**src/rtl/stream_take_n_if.sv**
```systemverilog
`default_nettype none
// ============================================================================
//  Module  : stream_take_n_if
//  Brief   : Valid/ready stream bundle with producer and consumer views.
//  Revision: 1.0 - initial release
// ============================================================================
interface stream_take_n_if #(
    parameter int WIDTH = 8
);
    logic [WIDTH-1:0] data;
    logic             valid;
    logic             ready;

    modport master (output data, output valid, input  ready);
    modport slave  (input  data, input  valid, output ready);
endinterface
`default_nettype wire

```
**src/rtl/stream_take_n.sv**
```systemverilog
`default_nettype none
// ============================================================================
//  Module  : stream_take_n
//  Brief   : Captures the first COUNT stream elements into parallel slots and
//            forwards the remaining elements through a small tail FIFO.
//  Revision: 1.0 - initial release
// ============================================================================
module stream_take_n #(
    parameter int WIDTH     = 8,
    parameter int COUNT     = 2,
    parameter int BUF_DEPTH = 2
) (
    input  wire logic                   clk,
    input  wire logic                   nrst,
    stream_take_n_if.slave              in_s,
    stream_take_n_if.master             out_m,
    output logic [COUNT*WIDTH-1:0]      take_data,
    output logic                        take_valid,
    input  wire logic                   restart
);

    localparam int c_IDX_W = (COUNT > 1) ? $clog2(COUNT) : 1;
    localparam int c_PTR_W = $clog2(BUF_DEPTH);
    localparam int c_CNT_W = c_PTR_W + 1;

    typedef enum logic [0:0] {
        S_CAPTURE = 1'b0,
        S_PASS    = 1'b1
    } state_t;

    state_t                 r_state;
    state_t                 w_state_nxt;
    logic [c_IDX_W-1:0]     r_idx;
    logic [COUNT*WIDTH-1:0] r_slots;
    logic                   r_take_valid;
    logic                   r_pending;
    logic [WIDTH-1:0]       r_mem [BUF_DEPTH];
    logic [c_PTR_W-1:0]     r_wptr;
    logic [c_PTR_W-1:0]     r_rptr;
    logic [c_CNT_W-1:0]     r_count;

    logic w_in_ready;
    logic w_capture;
    logic w_capture_last;
    logic w_push;
    logic w_pop;
    logic w_full;
    logic w_empty;
    logic w_drain_done;

    assign w_full  = (r_count == c_CNT_W'(BUF_DEPTH));
    assign w_empty = (r_count == '0);
    assign w_pop   = !w_empty && out_m.ready;

    always_ff @(posedge clk or negedge nrst) begin
        if (!nrst) begin
            r_state <= S_CAPTURE;
        end else begin
            r_state <= w_state_nxt;
        end
    end

    always_comb begin
        w_state_nxt    = r_state;
        w_in_ready     = 1'b0;
        w_capture      = 1'b0;
        w_capture_last = 1'b0;
        w_push         = 1'b0;
        w_drain_done   = 1'b0;
        case (r_state)
            S_CAPTURE: begin
                w_in_ready     = !r_pending;
                w_capture      = in_s.valid && w_in_ready;
                w_capture_last = w_capture && (r_idx == c_IDX_W'(COUNT - 1));
                // A restart on the final head transfer keeps us capturing afresh
                if (w_capture_last && !restart) begin
                    w_state_nxt = S_PASS;
                end
            end
            S_PASS: begin
                w_in_ready = !w_full && !r_pending;
                w_push     = in_s.valid && w_in_ready;
                if (r_pending && (w_empty || (r_count == c_CNT_W'(1) && w_pop))) begin
                    w_drain_done = 1'b1;
                    w_state_nxt  = S_CAPTURE;
                end
            end
            default: begin
                w_state_nxt = S_CAPTURE;
            end
        endcase
    end

    always_ff @(posedge clk or negedge nrst) begin
        if (!nrst) begin
            r_idx        <= '0;
            r_slots      <= '0;
            r_take_valid <= 1'b0;
            r_pending    <= 1'b0;
        end else if (w_drain_done) begin
            r_idx        <= '0;
            r_slots      <= '0;
            r_take_valid <= 1'b0;
            r_pending    <= 1'b0;
        end else begin
            for (int i = 0; i < COUNT; i++) begin
                if (w_capture && (r_idx == c_IDX_W'(i))) begin
                    r_slots[i*WIDTH +: WIDTH] <= in_s.data;
                end
            end
            if (r_state == S_CAPTURE && restart) begin
                r_idx <= '0;
            end else if (w_capture) begin
                r_idx <= w_capture_last ? '0 : r_idx + c_IDX_W'(1);
            end
            if (w_capture_last && !restart) begin
                r_take_valid <= 1'b1;
            end
            if (r_state == S_PASS && restart) begin
                r_pending <= 1'b1;
            end
        end
    end

    always_ff @(posedge clk or negedge nrst) begin
        if (!nrst) begin
            for (int i = 0; i < BUF_DEPTH; i++) begin
                r_mem[i] <= '0;
            end
            r_wptr  <= '0;
            r_rptr  <= '0;
            r_count <= '0;
        end else begin
            if (w_push) begin
                r_mem[r_wptr] <= in_s.data;
                r_wptr        <= r_wptr + c_PTR_W'(1);
            end
            if (w_pop) begin
                r_rptr <= r_rptr + c_PTR_W'(1);
            end
            case ({w_push, w_pop})
                2'b10:   r_count <= r_count + c_CNT_W'(1);
                2'b01:   r_count <= r_count - c_CNT_W'(1);
                default: r_count <= r_count;
            endcase
        end
    end

    assign in_s.ready  = w_in_ready;
    assign out_m.valid = !w_empty;
    assign out_m.data  = r_mem[r_rptr];
    assign take_data   = r_slots;
    assign take_valid  = r_take_valid;

endmodule
`default_nettype wire
```
**src/flat_wrapper.sv**
```systemverilog
// flat-port wrapper written by rule: the top's interface ports become plain ports
module stream_take_n_flat 
#(
    parameter int WIDTH     = 8,
    parameter int COUNT     = 2,
    parameter int BUF_DEPTH = 2
)
  (clk, nrst, take_data, take_valid, restart, in_s_data, in_s_valid, in_s_ready, out_m_data, out_m_valid, out_m_ready);
  stream_take_n_if #(.WIDTH(WIDTH)) in_s_i ();
  stream_take_n_if #(.WIDTH(WIDTH)) out_m_i ();
  input  wire logic clk;
  input  wire logic nrst;
  output logic [COUNT*WIDTH-1:0] take_data;
  output logic take_valid;
  input  wire logic restart;
  input wire logic [$bits(in_s_i.data)-1:0] in_s_data;
  input wire logic [$bits(in_s_i.valid)-1:0] in_s_valid;
  output wire logic [$bits(in_s_i.ready)-1:0] in_s_ready;
  output wire logic [$bits(out_m_i.data)-1:0] out_m_data;
  output wire logic [$bits(out_m_i.valid)-1:0] out_m_valid;
  input wire logic [$bits(out_m_i.ready)-1:0] out_m_ready;
  assign in_s_i.data = in_s_data;
  assign in_s_i.valid = in_s_valid;
  assign in_s_ready = in_s_i.ready;
  assign out_m_data = out_m_i.data;
  assign out_m_valid = out_m_i.valid;
  assign out_m_i.ready = out_m_ready;
  stream_take_n #(.WIDTH(WIDTH), .COUNT(COUNT), .BUF_DEPTH(BUF_DEPTH)) u_core (.clk(clk), .nrst(nrst), .in_s(in_s_i), .out_m(out_m_i), .take_data(take_data), .take_valid(take_valid), .restart(restart));
endmodule
```
**config.mk**
```make
export PLATFORM = sky130hd
export DESIGN_NAME = stream_take_n_flat
export DESIGN_NICKNAME = d
export VERILOG_FILES = /design/src/rtl/stream_take_n_if.sv /design/src/rtl/stream_take_n.sv /design/src/flat_wrapper.sv
export SDC_FILE = /design/constraint.sdc
export NUM_CORES = 1
export LEC_CHECK = 0
export CORE_MARGIN = 10
export CORE_UTILIZATION = 45
export DETAILED_ROUTE_END_ITERATION = 8
export PLACE_DENSITY_LB_ADDON = 0.12
export SLEW_MARGIN = 30
export SYNTH_ARGS = -nofsm -noshare
export SYNTH_HDL_FRONTEND = slang
export SYNTH_SLANG_ARGS = --single-unit
```
**constraint.sdc**
```tcl
create_clock -name clk -period 1.8 [get_ports clk]
set_clock_uncertainty 0.15 [all_clocks]
set_input_delay 0.27 -clock clk [delete_from_list [all_inputs] [get_ports clk]]
set_output_delay 0.27 -clock clk [all_outputs]
set_load 0.005 [all_outputs]
```
; ---- After elaboration in Yosys (flattened, before gate mapping)
; Cells that the tools add are included.
[op_classes]
n_addsub = 5
magnitude_cmp = 3
eq_ne = 4
n_mux = 27
n_bitwise = 4
n_reduce_logical = 26
[ops]
columns = op, count
row1 = two-way mux 8 bit, 6
row2 = bitwise mux 16 bit, 1
row3 = two-way mux 16 bit, 1
row4 = two-way mux 1 bit, 15
row5 = logical AND 1 bit, 14
row6 = nonzero test 2 bit, 5
row7 = demux 8 bit (select 1 bit), 1
row8 = equality test 2 x 1 -> 1 bit (second input constant), 2
row9 = equality test 2 bit (second input constant), 2
row10 = greater-or-equal comparator 2 bit (second input constant), 2
row11 = zero test 1 bit, 4
row12 = NOT 1 -> 2 bit, 2
row13 = one-hot mux 1 bit (2 select lines), 2
row14 = one-hot mux 2 bit (2 select lines), 1
row15 = adder 1 bit (second input constant), 3
row16 = nonzero test 3 bit, 1
row17 = adder 2 x 1 -> 2 bit (second input constant), 1
row18 = zero test 2 bit, 1
row19 = < comparator 2 x 1 -> 1 bit (second input constant), 1
row20 = NOT 1 bit, 2
row21 = subtractor 2 x 1 -> 2 bit (second input constant), 1
row22 = logical OR 1 bit, 1
[word_totals]
register_bits = 40
in_bits = 13
out_inout_bits = 27
wordCells = 80

; ---- Logic depth before layout (Yosys ltp)
[logic_depth]
word_depth = 9
mapped_depth = 6
depth_no_buf = 6

; ---- Worst setup path before layout
; OpenSTA, ideal clock, no wires.
[synth_timing]
path_type = register -> register
startpoint = register u_core.r_count[0]
endpoint = register u_core.r_mem[0] (netlist bit)
setup_time_ns = 0.125
t_arrival_ns = 1.493
required_time_ns = 1.525
slack_ns = 0.032
path_stages_with_launch = 7
n_path_buf = 1
period_less_slack_ns = 1.768
cell_sequence = dfrtp_1 -> inv_1 -> ha_1 -> nand4bb_4 -> or2_1 -> buf_6 -> mux2_4
[synth_between]
elab_chain_cells = 5
[synth_rtl]
columns = item, line
row1 = start: declaration, stream_take_n.sv:40  ; logic [c_CNT_W-1:0] r_count;
row2 = start signal: assignment, stream_take_n.sv:142  ; 2'b10: r_count <= r_count + c_CNT_W'(1);
row3 = start signal: assignment, stream_take_n.sv:143  ; 2'b01: r_count <= r_count - c_CNT_W'(1);
row4 = start signal: assignment, stream_take_n.sv:144  ; default: r_count <= r_count;
row5 = equality test 2 bit, stream_take_n.sv:51  ; assign w_full = (r_count == c_CNT_W'(BUF_DEPTH));
row6 = zero test 1 bit, stream_take_n.sv:81  ; w_in_ready = !w_full && !r_pending;
row7 = logical AND 1 bit, stream_take_n.sv:81
row8 = logical AND 1 bit, stream_take_n.sv:82  ; w_push = in_s.valid && w_in_ready;
row9 = two-way mux 1 bit, stream_take_n.sv:70  ; case (r_state)
row10 = end signal: indexed assignment, stream_take_n.sv:135  ; r_mem[r_wptr] <= in_s.data;
row11 = end: declaration, stream_take_n.sv:37  ; logic [WIDTH-1:0] r_mem [BUF_DEPTH];
; Every way passes these cells.
; A chain may end at the register's enable or synchronous reset.

; ---- Worst setup path after layout
[layout_timing]
startpoint = register u_core.r_count[1]
endpoint = register u_core.r_mem[3] (netlist bit)
; The elaborated chain is that of the path after synthesis.

==> summary.json <==
{
  "power_and_ir_drop": {
    "vdd_ir_drop_max_mv": 0.774,
    "share_comb_of_total_power": 0.437,
    "clockPowerShare": 0.217,
    "switching_share": 0.294,
    "share_seq_of_total_power": 0.346,
    "p_int_mw": 3.28,
    "switching_power_mw": 1.37,
    "leakagePower_nw": 1.20,
    "power.total_mw": 4.65,
    "cellPowerDensity_nw_per_um2": 1790
  },
  "sta": {
    "finalSetupViolCount": 4,
    "timing.final.crit_share": 1.00,
    "setup_repair_after_global_routing_missed_its_margin": "yes",
    "setup_ws_ns": -0.00362,
    "achievable-frequency_mhz": 554,
    "number_of_endpoints_with_negative_hold_slack_in_the_final_report": 0,
    "timing_worst_slew_pin_value_ns": 0.493,
    "maxSlewViolCount": 0,
    "final_period_minus_worst_setup_slack_ns": 1.80,
    "worst_relative_slew_slack": 0.671
  },
  "outcome": {
    "result_of_the_run": "finished with violations",
    "failed_checks": "setup timing"
  },
  "cells_and_area": {
    "commonest_non_fill_non_tap_cell_in_the_layout": "sky130_fd_sc_hd__dfrtp_1",
    "relative_area_change_from_synthesis_to_final_layout_pct": 41.1,
    "share_of_layout_cells_above_drive_strength_1": 0.323,
    "fillers": 309,
    "layout.nets": 233,
    "layout.cells.non_filler": 267,
    "num_antenna_cells": 0,
    "most-common-layout-cells": "sky130_fd_sc_hd__dfrtp_1 (39), sky130_fd_sc_hd__nand2_1 (33), sky130_fd_sc_hd__clkdlybuf4s50_1 (28)"
  },
  "die": {
    "floorplan.rows": 23,
    "die-width_um": 84.0,
    "floorplan.initialDensity": 0.463,
    "io_pins": 40,
    "die_height_um": 84.0,
    "floorplan.die_area_um2": 7050,
    "fp.coreArea_um2": 3970
  },
  "setup_path": {
    "critical_path.slowest_cell": "sky130_fd_sc_hd__dfrtp_1",
    "kind_of_start_point_of_the_critical_path": "flop",
    "critical_path_peak_fanout": 8,
    "cp_data_arrival_time_ns": 1.83,
    "criticalPathCategory": "reg -> reg",
    "worst_ep_required_time_ns": 1.83,
    "largest_stage_delay_worst_path_ns": 0.43,
    "crit_chain": "ha_4, nand4bb_4, or2_4, mux2_4",
    "endpoint_type_of_the_worst_setup_path": "flop"
  },
  "place": {
    "buffer_ports.inserted": 39,
    "dp_cells": 252,
    "dp_hpwl_um": 3070,
    "routabilityCongestion": 0.803,
    "post-place-ws_ns": -0.264
  },
  "global_routing": {
    "antenna_found_initial": 0,
    "grt_start_max_net_pins": 41,
    "vias_in_the_first_global_route": 1420,
    "congestion_overflow_gr": 0,
    "grt_use_total": 0.129,
    "grt_pass1_wl_um": 7380
  },
  "clock_network": {
    "cts_tree": "yes",
    "root_buffer": "sky130_fd_sc_hd__clkbuf_8",
    "h-tree-depth": 2,
    "clkLatencyLatePin_ns": 0.29,
    "cts_inserted_buffers": 5,
    "cts.sinks": 40,
    "clkTransAtPathRegs_ns": 0.08,
    "cts_max_path_buffers": 2
  },
  "job": {
    "timing.max_cap.violations": 0
  },
  "route": {
    "totalWireLength_um": 4330,
    "residual_drc": 0,
    "num_vias": 1340,
    "drt.antenna.violating_nets": 0,
    "initialDrtViolationCount": 100,
    "route.detailed.vias_per_inst": 5.02,
    "post_drt_wl_per_cell_um": 16.2,
    "drt-pass1-iter-count": 4
  },
  "synthesis": {
    "synth.lib_cells_used.distinct": 25,
    "synth_seq_area_share": 0.544,
    "syn_nets": 174,
    "yosysWarnings": 0,
    "ys_ff_latch": 40,
    "postSynthCellCount": 157,
    "postSynthAreaPerCell_um2": 11.7,
    "netlist_area_um2": 1840
  },
  "min_path": {
    "hold_path_class": "reg -> reg"
  }
}
worst paths after layout:
check / start / depth (start not counted) / slack (ns) / endpoint
setup / recovery: u_core.r_count[1] / 4 / -0.004 / u_core.r_mem[3]
hold / removal: u_core.take_valid / 2 / 0.36 / u_core.take_valid
setup reg to reg: u_core.r_count[1] / 4 / -0.004 / u_core.r_mem[3]
hold reg to reg: u_core.take_valid / 2 / 0.36 / u_core.take_valid
max in group asynchronous: nrst / 3 / 0.73 / u_core.r_rptr
min in group asynchronous: nrst / 3 / 0.41 / u_core.r_mem[13]
cell usage after synthesis, drive strengths merged:
library cell | n | area, um2
o211ai | 1 | 7.51
ha | 4 | 50.1
buf | 6 | 42.5
or4b | 1 | 10.0
nor3b | 1 | 12.5
nor2 | 3 | 13.8
inv | 6 | 22.5
nand4bb | 2 | 38.8
a21oi | 20 | 100
mux2 | 24 | 300
nor2b | 2 | 12.5
o21ai | 3 | 15.0
o31ai | 1 | 7.51
nor4b | 1 | 15.0
or2 | 1 | 6.26
xor2 | 1 | 8.76
nor4bb | 1 | 10.0
xnor2 | 4 | 35.0
dfrtp | 40 | 1000
nand2 | 33 | 124
clkbuf | 2 | 7.51
flip-flops by register name (all words and copies together) (netlist names):
name	count
u_core.take_data	16
u_core.r_state	1
u_core.r_mem	16
u_core.r_idx	1
u_core.r_rptr	1
u_core.r_count	2
u_core.take_valid	1
u_core.r_pending	1
u_core.r_wptr	1
through the flow:
stage / setup TNS, ns / area (um2) / hold slack (ns) / utilization
floorplan: 0 / 1840 / -0.176 / -
CTS: -0.00135 / 2550 / 0.360 / 0.642
finish: -0.0119 / 2600 / 0.356 / 0.654
detailed placement: -5.33 / 2340 / 0.208 / 0.590
global route: -0.446 / 2600 / 0.376 / 0.654
global placement: -4.64 / 2340 / 0.203 / 0.590
critical path: cells and delay by family, from the launching register on:
kind                       cells  cell delay (ns)
and+or+nand+nor                2             0.61
DFF                            1             0.43
adders and majority gates      1             0.18
muxes                          1             0.32
routing by layer:
layer	vias to the layer above	wire length, um	GRT usage	part of all wire
li1	644	-	-	-
met1	659	1840	0.154	0.42
met2	29	2190	0.208	0.51
met3	8	241	0.0469	0.056
met4	0	61	0.0411	0.014
met5	-	0	0	0
power groups by stage:
stage	registers (mW)	logic (mW)	clock network, mW
2_1_floorplan	1.55	0.999	0
3_3_place_gp	1.60	1.84	0
3_5_place_dp	1.63	1.90	0
4_1_cts	1.59	1.96	1.03
5_1_grt	1.66	2.25	1.08
6_report	1.61	2.03	1.01
area by class of cell:
class	count	area, um2	area share
Clock buffer	5	68.8	0.0265
Multi-Input combinational cell	103	806	0.310
Timing Repair Buffer	60	546	0.210
Sequential cell	40	1000	0.386
Clock inverter	3	90.1	0.0347
Inverter	6	22.5	0.00867
Tap cell	50	62.6	0.0241
timing repair:
| action | CTS | global route |
|---|---|---|
| pin swaps | 0 | 2 |
| buffers inserted | 5 | 2 |
| setup endpoints to repair | 26 | 27 |
| hold buffers | 1 | 0 |
| gates cloned | 0 | 0 |
| endpoints found under the hold margin | 40 | 0 |
| gates resized for setup | 32 | 15 |
cell families (layout without fill, tap and decap cells):
| group | Yosys count | after routing | synth area share |
|---|---|---|---|
| mux | 24 | 24 | 0.163 |
| xor+xnor | 5 | 5 | 0.0238 |
| simple gates | 45 | 45 | 0.132 |
| compound gates | 25 | 25 | 0.0707 |
| buf+inv | 14 | 74 | 0.0394 |
| flops | 40 | 40 | 0.544 |
| fa+ha+maj | 4 | 4 | 0.0272 |
Power figures use the tool's default switching activity.
